<file path="src/rtl/uart_arb_pkg.sv">
// Shared definitions for the UART TX arbiter: grant-state encoding,
// owner identifiers and the line-terminator character.
package uart_arb_pkg;

    typedef enum logic [1:0] {
        ARB_IDLE = 2'd0,
        ARB_MON  = 2'd1,
        ARB_CPU  = 2'd2
    } arb_state_t;

    localparam logic [7:0] LF_CHAR = 8'h0A;

    localparam logic OWN_MON = 1'b0;
    localparam logic OWN_CPU = 1'b1;

    // Grant state that corresponds to an owner id.
    function automatic arb_state_t state_of(input logic owner);
        return (owner == OWN_CPU) ? ARB_CPU : ARB_MON;
    endfunction

endpackage

</file>
<file path="src/rtl/uart_arb_fifo.sv">
// Small circular-buffer character queue for one requester.
// Pushes while full are discarded; full/empty decode the registered count.
module uart_arb_fifo #(
    parameter int DEPTH = 4
) (
    input  logic                     clk,
    input  logic                     rst_n,
    input  logic                     push,
    input  logic [7:0]               push_data,
    input  logic                     pop,
    output logic [7:0]               head,
    output logic                     full,
    output logic                     empty,
    output logic [$clog2(DEPTH):0]   level
);

    localparam int AW = $clog2(DEPTH);
    localparam int CW = AW + 1;

    logic [7:0]    mem [DEPTH];
    logic [AW-1:0] wr_ptr;
    logic [AW-1:0] rd_ptr;
    logic [CW-1:0] count;
    logic          do_push;
    logic          do_pop;

    // full is taken from the pre-edge count, so a push into a full queue is
    // dropped even when a pop happens on the same edge.
    assign do_push = push & ~full;
    assign do_pop  = pop & ~empty;

    assign full  = (count == CW'(DEPTH));
    assign empty = (count == '0);
    assign head  = mem[rd_ptr];
    assign level = count;

    // Character storage write.
    // NOTE: storage is deliberately not reset; count alone says which entries are valid.
    always_ff @(posedge clk) begin
        if (do_push) begin
            mem[wr_ptr] <= push_data;
        end
    end

    // Pointer and occupancy bookkeeping.
    // NOTE: sequential state uses non-blocking assignments so every register samples pre-edge values.
    always_ff @(posedge clk or negedge rst_n) begin
        if (!rst_n) begin
            wr_ptr <= '0;
            rd_ptr <= '0;
            count  <= '0;
        end else begin
            if (do_push) begin
                wr_ptr <= wr_ptr + AW'(1);
            end
            if (do_pop) begin
                rd_ptr <= rd_ptr + AW'(1);
            end
            case ({do_push, do_pop})
                2'b10:   count <= count + CW'(1);
                2'b01:   count <= count - CW'(1);
                default: count <= count;
            endcase
        end
    end

endmodule

</file>
<file path="src/rtl/uart_tx_arbiter.sv">
// Shares the UART TX FIFO write port between the monitor sender and the CPU
// I/O port. Ownership is granted per text line (LF ends a line) with a
// timeout for owners that go quiet mid-line.
// Optional build macro: UART_ARB_DROP_CNT_EN enables the dropped-CPU-push counter.
module uart_tx_arbiter
    import uart_arb_pkg::*;
#(
    parameter int DEPTH    = 4,
    parameter int LOCK_TMO = 64
) (
    input  logic       clk,
    input  logic       rst_n,
    input  logic [7:0] mon_char,
    input  logic       mon_en,
    output logic       mon_full,
    input  logic [7:0] cpu_char,
    input  logic       cpu_we,
    output logic       cpu_full,
    output logic [7:0] tx_wdata,
    output logic       tx_wten,
    input  logic       tx_fifo_full,
    output logic [7:0] cpu_drop_cnt
);

    localparam int LW = $clog2(DEPTH) + 1;
    localparam int IW = $clog2(LOCK_TMO + 1);

    arb_state_t    state;
    arb_state_t    state_nxt;
    logic          last_owner;
    logic          last_owner_nxt;
    logic [IW-1:0] idle_cnt;
    logic [IW-1:0] idle_cnt_nxt;

    logic [7:0]    mon_head;
    logic [7:0]    cpu_head;
    logic          mon_empty;
    logic          cpu_empty;
    logic [LW-1:0] mon_level;
    logic [LW-1:0] cpu_level;

    logic [7:0]    own_head;
    logic          own_empty;
    logic [LW-1:0] own_level;
    logic          other_empty;
    logic          pop_mon;
    logic          pop_cpu;
    logic          lf_pop;
    logic          tmo;
    logic          release_grant;
    logic          own_left;

    uart_arb_fifo #(.DEPTH(DEPTH)) u_mon_q (
        .clk       (clk),
        .rst_n     (rst_n),
        .push      (mon_en),
        .push_data (mon_char),
        .pop       (pop_mon),
        .head      (mon_head),
        .full      (mon_full),
        .empty     (mon_empty),
        .level     (mon_level)
    );

    uart_arb_fifo #(.DEPTH(DEPTH)) u_cpu_q (
        .clk       (clk),
        .rst_n     (rst_n),
        .push      (cpu_we),
        .push_data (cpu_char),
        .pop       (pop_cpu),
        .head      (cpu_head),
        .full      (cpu_full),
        .empty     (cpu_empty),
        .level     (cpu_level)
    );

    // Select the current owner's queue view; IDLE presents an empty queue and 8'h00.
    // NOTE: every always_comb output gets a default first so no latch can be inferred.
    always_comb begin
        own_head    = 8'h00;
        own_empty   = 1'b1;
        own_level   = '0;
        other_empty = 1'b1;
        case (state)
            ARB_MON: begin
                own_head    = mon_head;
                own_empty   = mon_empty;
                own_level   = mon_level;
                other_empty = cpu_empty;
            end
            ARB_CPU: begin
                own_head    = cpu_head;
                own_empty   = cpu_empty;
                own_level   = cpu_level;
                other_empty = mon_empty;
            end
            default: ;
        endcase
    end

    // Write port is driven from registered state and tx_fifo_full only.
    assign tx_wten  = (state != ARB_IDLE) & ~own_empty & ~tx_fifo_full;
    assign tx_wdata = own_head;
    assign pop_mon  = tx_wten & (state == ARB_MON);
    assign pop_cpu  = tx_wten & (state == ARB_CPU);

    // A line ends when LF leaves the owner queue; a quiet owner times out.
    assign lf_pop        = tx_wten & (own_head == LF_CHAR);
    assign tmo           = (idle_cnt == IW'(LOCK_TMO));
    assign release_grant = lf_pop | tmo;
    // Owner still has characters after this cycle's pop (pushes not yet visible).
    assign own_left      = ~own_empty & ~(tx_wten & (own_level == LW'(1)));

    // Grant FSM next state, last-owner tracking and idle counter.
    always_comb begin
        state_nxt      = state;
        last_owner_nxt = last_owner;
        idle_cnt_nxt   = idle_cnt;

        case (state)
            ARB_IDLE: begin
                if (!mon_empty && !cpu_empty) begin
                    state_nxt = (last_owner == OWN_CPU) ? ARB_MON : ARB_CPU;
                end else if (!mon_empty) begin
                    state_nxt = ARB_MON;
                end else if (!cpu_empty) begin
                    state_nxt = ARB_CPU;
                end
            end
            ARB_MON, ARB_CPU: begin
                if (release_grant) begin
                    if (!other_empty) begin
                        state_nxt = (state == ARB_MON) ? ARB_CPU : ARB_MON;
                    end else if (own_left) begin
                        state_nxt = state;
                    end else begin
                        state_nxt = ARB_IDLE;
                    end
                end
            end
            default: state_nxt = ARB_IDLE;
        endcase

        if (state_nxt == state_of(OWN_MON)) begin
            last_owner_nxt = OWN_MON;
        end else if (state_nxt == state_of(OWN_CPU)) begin
            last_owner_nxt = OWN_CPU;
        end

        // Stalled cycles with data pending do not count toward the timeout.
        if ((state == ARB_IDLE) || (state_nxt != state) || tx_wten) begin
            idle_cnt_nxt = '0;
        end else if (own_empty && !tmo) begin
            idle_cnt_nxt = idle_cnt + IW'(1);
        end
    end

    // Grant state register.
    always_ff @(posedge clk or negedge rst_n) begin
        if (!rst_n) begin
            state      <= ARB_IDLE;
            last_owner <= OWN_CPU;
            idle_cnt   <= '0;
        end else begin
            state      <= state_nxt;
            last_owner <= last_owner_nxt;
            idle_cnt   <= idle_cnt_nxt;
        end
    end

`ifdef UART_ARB_DROP_CNT_EN
    logic [7:0] drop_cnt;

    // Count CPU pushes refused because the CPU queue was full; saturates.
    always_ff @(posedge clk or negedge rst_n) begin
        if (!rst_n) begin
            drop_cnt <= 8'h00;
        end else if (cpu_we && cpu_full && (drop_cnt != 8'hFF)) begin
            drop_cnt <= drop_cnt + 8'd1;
        end
    end

    assign cpu_drop_cnt = drop_cnt;
`else
    assign cpu_drop_cnt = 8'h00;
`endif

endmodule

</file>
<file path="config.mk">
export PLATFORM = sky130hd
export DESIGN_NAME = uart_tx_arbiter
export DESIGN_NICKNAME = d
export VERILOG_FILES = /design/src/rtl/uart_arb_pkg.sv /design/src/rtl/uart_arb_fifo.sv /design/src/rtl/uart_tx_arbiter.sv
export SDC_FILE = /design/constraint.sdc
export NUM_CORES = 1
export LEC_CHECK = 0
export ABC_AREA = 1
export CORE_MARGIN = 2
export CORE_UTILIZATION = 50
export CTS_CLUSTER_DIAMETER = 30
export DETAILED_ROUTE_END_ITERATION = 16
export PLACE_DENSITY = 0.71
export SETUP_SLACK_MARGIN = 0.15
export SLEW_MARGIN = 20
export SYNTH_ARGS = -nofsm -noshare
export SYNTH_HDL_FRONTEND = slang
export SYNTH_SLANG_ARGS = --single-unit
</file>
<file path="constraint.sdc">
create_clock -name clk -period 6.6 [get_ports clk]
set_input_delay 1.32 -clock clk [delete_from_list [all_inputs] [get_ports clk]]
set_output_delay 1.32 -clock clk [all_outputs]
set_load 0.05 [all_outputs]
</file>
==> impl_metrics.toml, run 1 <==
[timing]
tns_ps = 0
fmax_mhz = 236
hold_violations = 0
max-slew-margin-rel = 0.450
finalCriticalPeriod_ps = 4230
worstMarginPinSlew_ps = 822
finClkSkew_ps = 10.4
fin_crit_sh = 0.641
setup_viol = 0
rsz0062_at_grt = "no"
slew_violations = 0

[synth]
ys_seq_area_frac = 0.559
synth-edff-count = 64
synth_warnings = 0
avgSynthCellArea_um2 = 9.71
synth_cells = 465
synth-async-reset-ratio = 0.273
netlist_area_um2 = 4520
synth_cell_types = 30
dominantRegCellSynth = "edfxtp_1"
ys_seq_elements = 88

[clock_network]
cts_buffers = 9
post_cts_resized = 0
h-tree-depth = 3
cts_tree = "done"
cts_setup_buffers = 0
clock_path_buffers = 2
cts_root_buf = "clkbuf_8"
clock_sinks = 88
clk_pin_slew_ps = 80
clk_latency_ps = 350
cts-hold-fix-buffers = 0

[pwr]
p_seq_frac = 0.380
clkPwrFrac = 0.161
comb_power_share = 0.459
max-vdd-ir-drop_v = 0.000253
netSwitchingFraction = 0.448
p_int_w = 0.00125
pwr_density_cell_nw_per_um2 = 451
p_leak_nw = 2.20
switchingPower_w = 0.00101

[placement]
place.gp.congestion = 0.904
detailed_place.area_um2 = 4810
placed_cells = 592
io_buffer_count = 31
hpwl_mm = 5.78

[global_routing]
grt_max_degree = 25
grt.total_usage = 0.181
grt_overflow = 0
antenna_found_initial = 0
grt_pass1_vias = 3017
grt_pass1_wl_mm = 13.9

[detailed_routing]
wl_per_cell_um = 13.6
antenna_left = 0
vias_per_cell = 4.97
drtIter0Drc = 162
totalWireLength_mm = 8.26
drc = 0
firstDrtPassIters = 4
route.vias.total = 3021

[setup_path]
path_class = "in2out"
timing.rr.start = "state[1]"
cp-start-kind = "input pin"
max_stage_delay_ps = 830
crit_path_cell_trace = "clkdlybuf4s50_1 -> inv_1 -> nand4_1 -> nor2_1 -> clkdlybuf4s50_1"
ff2ff_setup_slack_ps = 3610
cp_common_cell = "clkdlybuf4s50_1"
cp.required_ps = 5280
setup.worst_path.start = "tx_fifo_full"
cpMaxStageDelayCell = "clkdlybuf4s50_1"
r2r-end = "u_mon_q.level[2]"
r2r_cells = 12
worstPathMaxFanout = 3
cp-end-kind = "primary output"
cp.arrival_ps = 2910

[worst_hold_path]
worstHoldEndpoint = "last_owner"
hold_start = "last_owner"
min_path_type = "reg2reg"
min_path_cells = 2

[final_layout]
stdcell_count = 608
layout_common_cells = "122 x nand2_1, 68 x inv_1, 64 x edfxtp_1, 40 x nand3_1, 32 x nor2_1"
drive_gt1_frac = 0.0840
final_nets = 536
diodes = 0
final_area_um2 = 5000
synthToLayoutAreaGrowth_pct = 10.8
final_common_cell = "nand2_1"

[floorplan]
initial_core_util = 0.518
ios = 40
core_area_um2 = 8720
die_x_um = 99.0
die_y_um = 99.0
dieArea_um2 = 9810
rows = 34

[outcome]
outcome = "finished clean"

[run]
cap_viol_max_count = 0
[final cells by class]
| type | count | area (um^2) |
|---|---|---|
| clock buffers | 10 | 128 |
| fillers | 735 | 3720 |
| repair buffers | 31 | 305 |
| well taps | 108 | 135 |
| inverters | 75 | 292 |
| multi-input cells | 290 | 1560 |
| flip-flops and latches | 88 | 2520 |
| clock inverters | 6 | 66.3 |
[worst max-delay path by stage]
stage,cells after the start,endpoint,slack (ps)
6_report,5,tx_wten,2370
5_1_grt,5,tx_wten,2270
4_1_cts,5,tx_wten,2360
3_5_place_dp,5,tx_wten,2360
3_3_place_gp,5,tx_wten,2390
2_1_floorplan,11,u_mon_q.level[2],3030
[state kept, by name, indices dropped and copies added (netlist names)]
| register | cells |
|---|---|
| u_mon_q.rd_ptr | 2 |
| idle_cnt | 7 |
| u_mon_q.wr_ptr | 2 |
| state | 2 |
| u_mon_q.level | 3 |
| u_cpu_q.rd_ptr | 2 |
| u_cpu_q.level | 3 |
| last_owner | 1 |
| u_mon_q.mem | 32 |
| u_cpu_q.wr_ptr | 2 |
| u_cpu_q.mem | 32 |
[power by group through the flow]
| stage | sequential [W] | combinational [W] | clock, W |
|---|---|---|---|
| 3_3_place_gp | 0.000865 | 0.00101 | 0 |
| 3_5_place_dp | 0.000871 | 0.00103 | 0 |
| 6_report | 0.000858 | 0.00104 | 0.000364 |
| 5_1_grt | 0.000876 | 0.00117 | 0.000394 |
| 2_1_floorplan | 0.000800 | 0.000890 | 0 |
| 4_1_cts | 0.000858 | 0.00104 | 0.000371 |
[logic make-up after synthesis]
kind of cell    count (synthesis)  share of synthesized area
buf+inv                        94                      0.103
xor+xnor                       16                     0.0310
flops                          88                      0.559
fa+ha+maj                      20                     0.0587
other cells                     1                   0.000830
compound gates                 25                     0.0288
simple gates                  221                      0.219
[per-layer routing]
layer	track usage	part of all wire	wire, um	up-vias
met5	0	0	0	-
met4	0.0727	0.013	104	0
met3	0.0326	0.037	302	6
met2	0.302	0.50	4090	70
met1	0.234	0.46	3760	1408
li1	-	-	-	1537
[synth_stat cells, drive strengths merged, types with 2 or more instances]
| cell | n | share of area |
|---|---|---|
| inv | 75 | 0.065 |
| xnor2 | 3 | 0.0058 |
| ha | 18 | 0.050 |
| o21ai | 16 | 0.018 |
| nand4 | 4 | 0.0055 |
| dfrtp | 23 | 0.13 |
| nand3 | 42 | 0.050 |
| fa | 2 | 0.0089 |
| buf | 19 | 0.038 |
| edfxtp | 64 | 0.43 |
| nor2 | 33 | 0.028 |
| nand2 | 130 | 0.11 |
| a21oi | 7 | 0.0078 |
| xor2 | 13 | 0.025 |
| nor3 | 11 | 0.020 |
[per-stage QoR]
stage	utilization	hold WS (ps)	setup WS [ps]	power [W]
floorplan	-	455	3030	0.00169
global placement	0.552	471	2390	0.00188
detailed placement	0.552	501	2360	0.00190
CTS	0.574	511	2360	0.00227
global route	0.574	540	2270	0.00244
finish	0.574	501	2370	0.00226
[critical path, delay by kind of cell]
| kind | cells | cell delay [ps] |
|---|---|---|
| buffers and inverters | 3 | 1320 |
| and+or+nand+nor | 2 | 270 |
No activity file was read; power rests on OpenSTA's default activity.
==> inputs of run 2 (changes only) <==
PLACE_DENSITY = 0.73   (was 0.71)
clock period = 3.5 ns   (was 6.6 ns; I/O delays follow)
==> run 2 against run 1 <==
Net effect:
- utilization is 0.11 points lower
- register-to-register slack got worse by 3100 ps
- combinational power rose by 86%
- critical endpoint is now tx_wdata[2]
- wire length fell by 0.68%
- final area down 0.20%
- worst hold slack lost 23 ps
- clock skew increased by 1.8 ps
- die area did not move
- sequential share of layout area grew 0.15 points
- largest power group unchanged
- sequential power increased by 89%
- critical path type is now reg2out
- non-clock buffer count increased by 2
==> impl_metrics.toml, run 2 (synthesis results as in run 1) <==
[detailed_routing]
route.vias.total = 2952
totalWireLength_mm = 8.20
vias_per_cell = 4.84
drc = 0
drtIter0Drc = 125
wl_per_cell_um = 13.4
firstDrtPassIters = 5
antenna_left = 0

[clock_network]
cts_setup_buffers = 0
clock_path_buffers = 2
clk_pin_slew_ps = 80
h-tree-depth = 3
cts-hold-fix-buffers = 0
cts_tree = "done"
clock_sinks = 88
cts_buffers = 9
cts_root_buf = "clkbuf_8"
clk_latency_ps = 350
post_cts_resized = 5

[timing]
slew_violations = 0
tns_ps = 0
rsz0062_at_grt = "no"
max-slew-margin-rel = 0.440
whs_ps = 478
finClkSkew_ps = 12.2
fin_crit_sh = 0.914
finalCriticalPeriod_ps = 3200
worstMarginPinSlew_ps = 837
hold_violations = 0
setup_viol = 0
fmax_mhz = 313

[final_layout]
synthToLayoutAreaGrowth_pct = 10.6
drive_gt1_frac = 0.0837
final_common_cell = "nand2_1"
top_regs = "u_cpu_q.mem (32), u_mon_q.mem (32), idle_cnt (7)"
final_nets = 538
layout_common_cells = "122 x nand2_1, 68 x inv_1, 64 x edfxtp_1, 40 x nand3_1, 32 x nor2_1"
diodes = 0

[global_routing]
grt_pass1_vias = 2900
grt_pass1_wl_mm = 13.7
grt_max_degree = 25
grt_overflow = 0
antenna_found_initial = 0
grt.total_usage = 0.178

[setup_path]
timing.rr.start = "state[1]"
path_class = "reg2out"
r2r_cells = 12
ff2ff_setup_slack_ps = 500
cp-end-kind = "primary output"
max_stage_delay_ps = 790
cp.arrival_ps = 2500
worstPathMaxFanout = 11
r2r-end = "u_mon_q.level[2]"
cp_common_cell = "inv_1"
cpMaxStageDelayCell = "clkdlybuf4s50_1"
crit_path_cell_trace = "inv_1 -> ha_1 -> nand2_1 -> inv_1 -> clkdlybuf4s50_1"
cp-start-kind = "register"
cp.required_ps = 2800

[floorplan]
rows = 34
core_area_um2 = 8720
initial_core_util = 0.518
dieArea_um2 = 9810
die_x_um = 99.0
ios = 40
die_y_um = 99.0

[worst_hold_path]
worstHoldEndpoint = "last_owner"
min_path_cells = 2
hold_start = "last_owner"
min_path_type = "reg2reg"

[outcome]
outcome = "finished clean"

[placement]
hpwl_mm = 5.84
io_buffer_count = 31
place.gp.congestion = 0.816

[pwr]
max-vdd-ir-drop_v = 0.000446
p_leak_nw = 2.24
pwr_density_cell_nw_per_um2 = 831

[run]
cap_viol_max_count = 0
run 2: per-stage QoR:
step	worst slack, ps	util	power [W]	cells	instance area, um^2
after global placement	447	0.554	0.00353	594	4830
final	300	0.573	0.00415	610	4990
after global routing	152	0.573	0.00448	610	4990
after floorplan	396	-	0.00319	472	4540
after CTS	163	0.572	0.00417	610	4990
after detailed placement	426	0.554	0.00358	594	4830
run 2: critical path: cells and delay by family, from the launching register on:
kind / cells / cell delay, ps
DFF: 1 / 480
adders and majority gates: 1 / 530
buffers and inverters: 3 / 990
and+or+nand+nor: 1 / 140
run 2: report_power, final:
group | switching, W | internal (W) | leakage (nW) | total, W
registers | 0.000215 | 0.00140 | 0.878 | 0.00162
clock network | 0.000353 | 0.000257 | 0.0750 | 0.000609
logic | 0.00132 | 0.000609 | 1.29 | 0.00193
run 2: worst max-delay path by stage:
stage          cells past startpoint         startpoint  slack [ps]               end
2_1_floorplan                     14           state[0]         400  u_mon_q.level[2]
3_3_place_gp                       5       tx_fifo_full         450           tx_wten
3_5_place_dp                       5       tx_fifo_full         430           tx_wten
4_1_cts                            9  u_cpu_q.rd_ptr[0]         160       tx_wdata[0]
5_1_grt                            7           state[1]         150       tx_wdata[2]
6_report                           5           state[1]         300       tx_wdata[2]
run 2: layer usage:
metal / track usage / vias to the layer above / wire length, um
li1: - / 1525 / -
met1: 0.246 / 1361 / 3820
met2: 0.292 / 56 / 3930
met3: 0.0255 / 10 / 324
met4: 0.0632 / 0 / 131
met5: 0 / - / 0
run 2: cell type report:
type | instances | area [um^2]
Clock inverter | 5 | 31.3
Timing Repair Buffer | 33 | 324
Multi-Input combinational cell | 290 | 1560
Sequential cell | 88 | 2530
Inverter | 75 | 292
Tap cell | 108 | 135
Fill cell | 748 | 3730
Clock buffer | 11 | 131
==> inputs of run 3 (changes only) <==
PLACE_DENSITY = 0.8   (was 0.73)
==> run 3 against run 2 <==
Net effect:
- final cell count decreased by 0.49%
- sequential share of layout area fell by 0.43 points
- clock power grew 21%
- final area grew 0.85%
- critical path depth increased by 2
- sequential power is essentially flat
- clock skew fell by 1.9 ps
- register-to-register slack got worse by 30 ps
- setup slack got worse by 37 ps
- worst hold slack improved by 5.7 ps
- utilization rose by 0.49 points
==> impl_metrics.toml, run 3 (synthesis results as in run 1) <==
[clock_network]
clock_path_buffers = 2
cts-hold-fix-buffers = 0
cts_setup_buffers = 0
cts_root_buf = "clkbuf_8"
clk_latency_ps = 350
clk_pin_slew_ps = 80
h-tree-depth = 3
clock_sinks = 88
cts_tree = "done"
cts_buffers = 9

[floorplan]
core_area_um2 = 8720
rows = 34
initial_core_util = 0.518
die_y_um = 99.0
die_x_um = 99.0
ios = 40
dieArea_um2 = 9810

[pwr]
p_seq_frac = 0.377
p_leak_nw = 2.27
max-vdd-ir-drop_v = 0.000475
clkPwrFrac = 0.171
pwr_density_cell_nw_per_um2 = 852
p_int_w = 0.00241
switchingPower_w = 0.00189
comb_power_share = 0.451
netSwitchingFraction = 0.440

[final_layout]
layout_common_cells = "122 x nand2_1, 68 x inv_1, 64 x edfxtp_1, 40 x nand3_1, 32 x nor2_1"
fin_util = 0.578
synthToLayoutAreaGrowth_pct = 11.5
stdcell_count = 607
top_regs = "u_cpu_q.mem (32), u_mon_q.mem (32), idle_cnt (7)"
diodes = 0
final_common_cell = "nand2_1"
drive_gt1_frac = 0.0882
final_nets = 537

[setup_path]
cp-end-kind = "primary output"
crit_family = "buffers and inverters"
cp-start-kind = "register"
cp_common_cell = "nand2_1"
path_class = "reg2out"
path_buf_inv = 3
max_stage_delay_ps = 800
cp.required_ps = 2800
worstPathMaxFanout = 10
crit_path_cell_trace = "inv_1 -> ha_1 -> nand2_1 -> nand2_1 -> nand2_1 -> inv_1 -> clkdlybuf4s50_1"
cp.arrival_ps = 2540
cpMaxStageDelayCell = "clkdlybuf4s50_1"

[outcome]
outcome = "finished clean"

[global_routing]
grt_pass1_wl_mm = 13.7
antenna_found_initial = 0
grt_pass1_vias = 3032
grt_max_degree = 25
grt_overflow = 0
grt.total_usage = 0.175

[detailed_routing]
antenna_left = 0
route.vias.total = 3037
wl_per_cell_um = 13.4
drtIter0Drc = 163
drc = 0
vias_per_cell = 5.00
totalWireLength_mm = 8.14
firstDrtPassIters = 4

[run]
cap_viol_max_count = 0

[placement]
place.gp.congestion = 0.853
placed_cells = 593
hpwl_mm = 5.80
io_buffer_count = 31

[timing]
finalCriticalPeriod_ps = 3240
tns_ps = 0
fin_crit_sh = 0.925
hold_violations = 0
max-slew-margin-rel = 0.447
finClkSkew_ps = 10.3
fmax_mhz = 309
setup_viol = 0
slew_violations = 0
worstMarginPinSlew_ps = 826
rsz0062_at_grt = "yes"

[worst_hold_path]
min_path_type = "reg2reg"
run 3: metal layers:
| layer | global-route usage | vias up | wire length (um) | part of all wire |
|---|---|---|---|---|
| met5 | 0 | - | 0 | 0 |
| met2 | 0.315 | 72 | 4100 | 0.50 |
| met1 | 0.211 | 1426 | 3560 | 0.44 |
| met4 | 0.0622 | 0 | 148 | 0.018 |
| met3 | 0.0291 | 14 | 324 | 0.040 |
| li1 | - | 1525 | - | - |
run 3: path summary, 6_finish.rpt:
check | startpoint | end | slack [ps] | cells after the start
setup / recovery | state[0] | tx_wdata[0] | 260 | 7
hold / removal | last_owner | last_owner | 480 | 2
setup reg to reg | state[1] | u_cpu_q.level[2] | 470 | 12
hold reg to reg | last_owner | last_owner | 480 | 2
max in group asynchronous | rst_n | last_owner | 2490 | 2
min in group asynchronous | rst_n | idle_cnt[3] | 710 | 2
run 3: per-stage QoR:
stage	power (W)	instance area (um^2)	hold WS (ps)	setup WS, ps
after global placement	0.00352	4820	473	450
after global routing	0.00461	5040	519	107
after CTS	0.00430	5020	492	160
final	0.00429	5040	484	263
after floorplan	0.00319	4540	404	396
after detailed placement	0.00358	4820	481	439
run 3: power by group through the flow:
stage | combinational [W] | clock (W) | sequential, W
5_1_grt | 0.00218 | 0.000778 | 0.00166
3_5_place_dp | 0.00194 | 0 | 0.00164
4_1_cts | 0.00194 | 0.000744 | 0.00162
2_1_floorplan | 0.00168 | 0 | 0.00151
3_3_place_gp | 0.00189 | 0 | 0.00163
6_report | 0.00194 | 0.000736 | 0.00162
run 3: cell type report:
class	count	area, um^2
clock inverters	5	82.6
flip-flops and latches	88	2530
repair buffers	32	320
clock buffers	9	124
well taps	108	135
inverters	75	292
fillers	706	3680
multi-input cells	290	1560
run 3: timing repair:
item / 4_1_cts / 5_1_grt
gates cloned: 0 / 0
resized for setup: 4 / 6
endpoints found under the setup margin: 4 / 5
run 3: worst min-delay path: stages, from the launching register on:
cell,delay (ps)
dfstp_2,370
nand2_1,40
o21ai_0,70
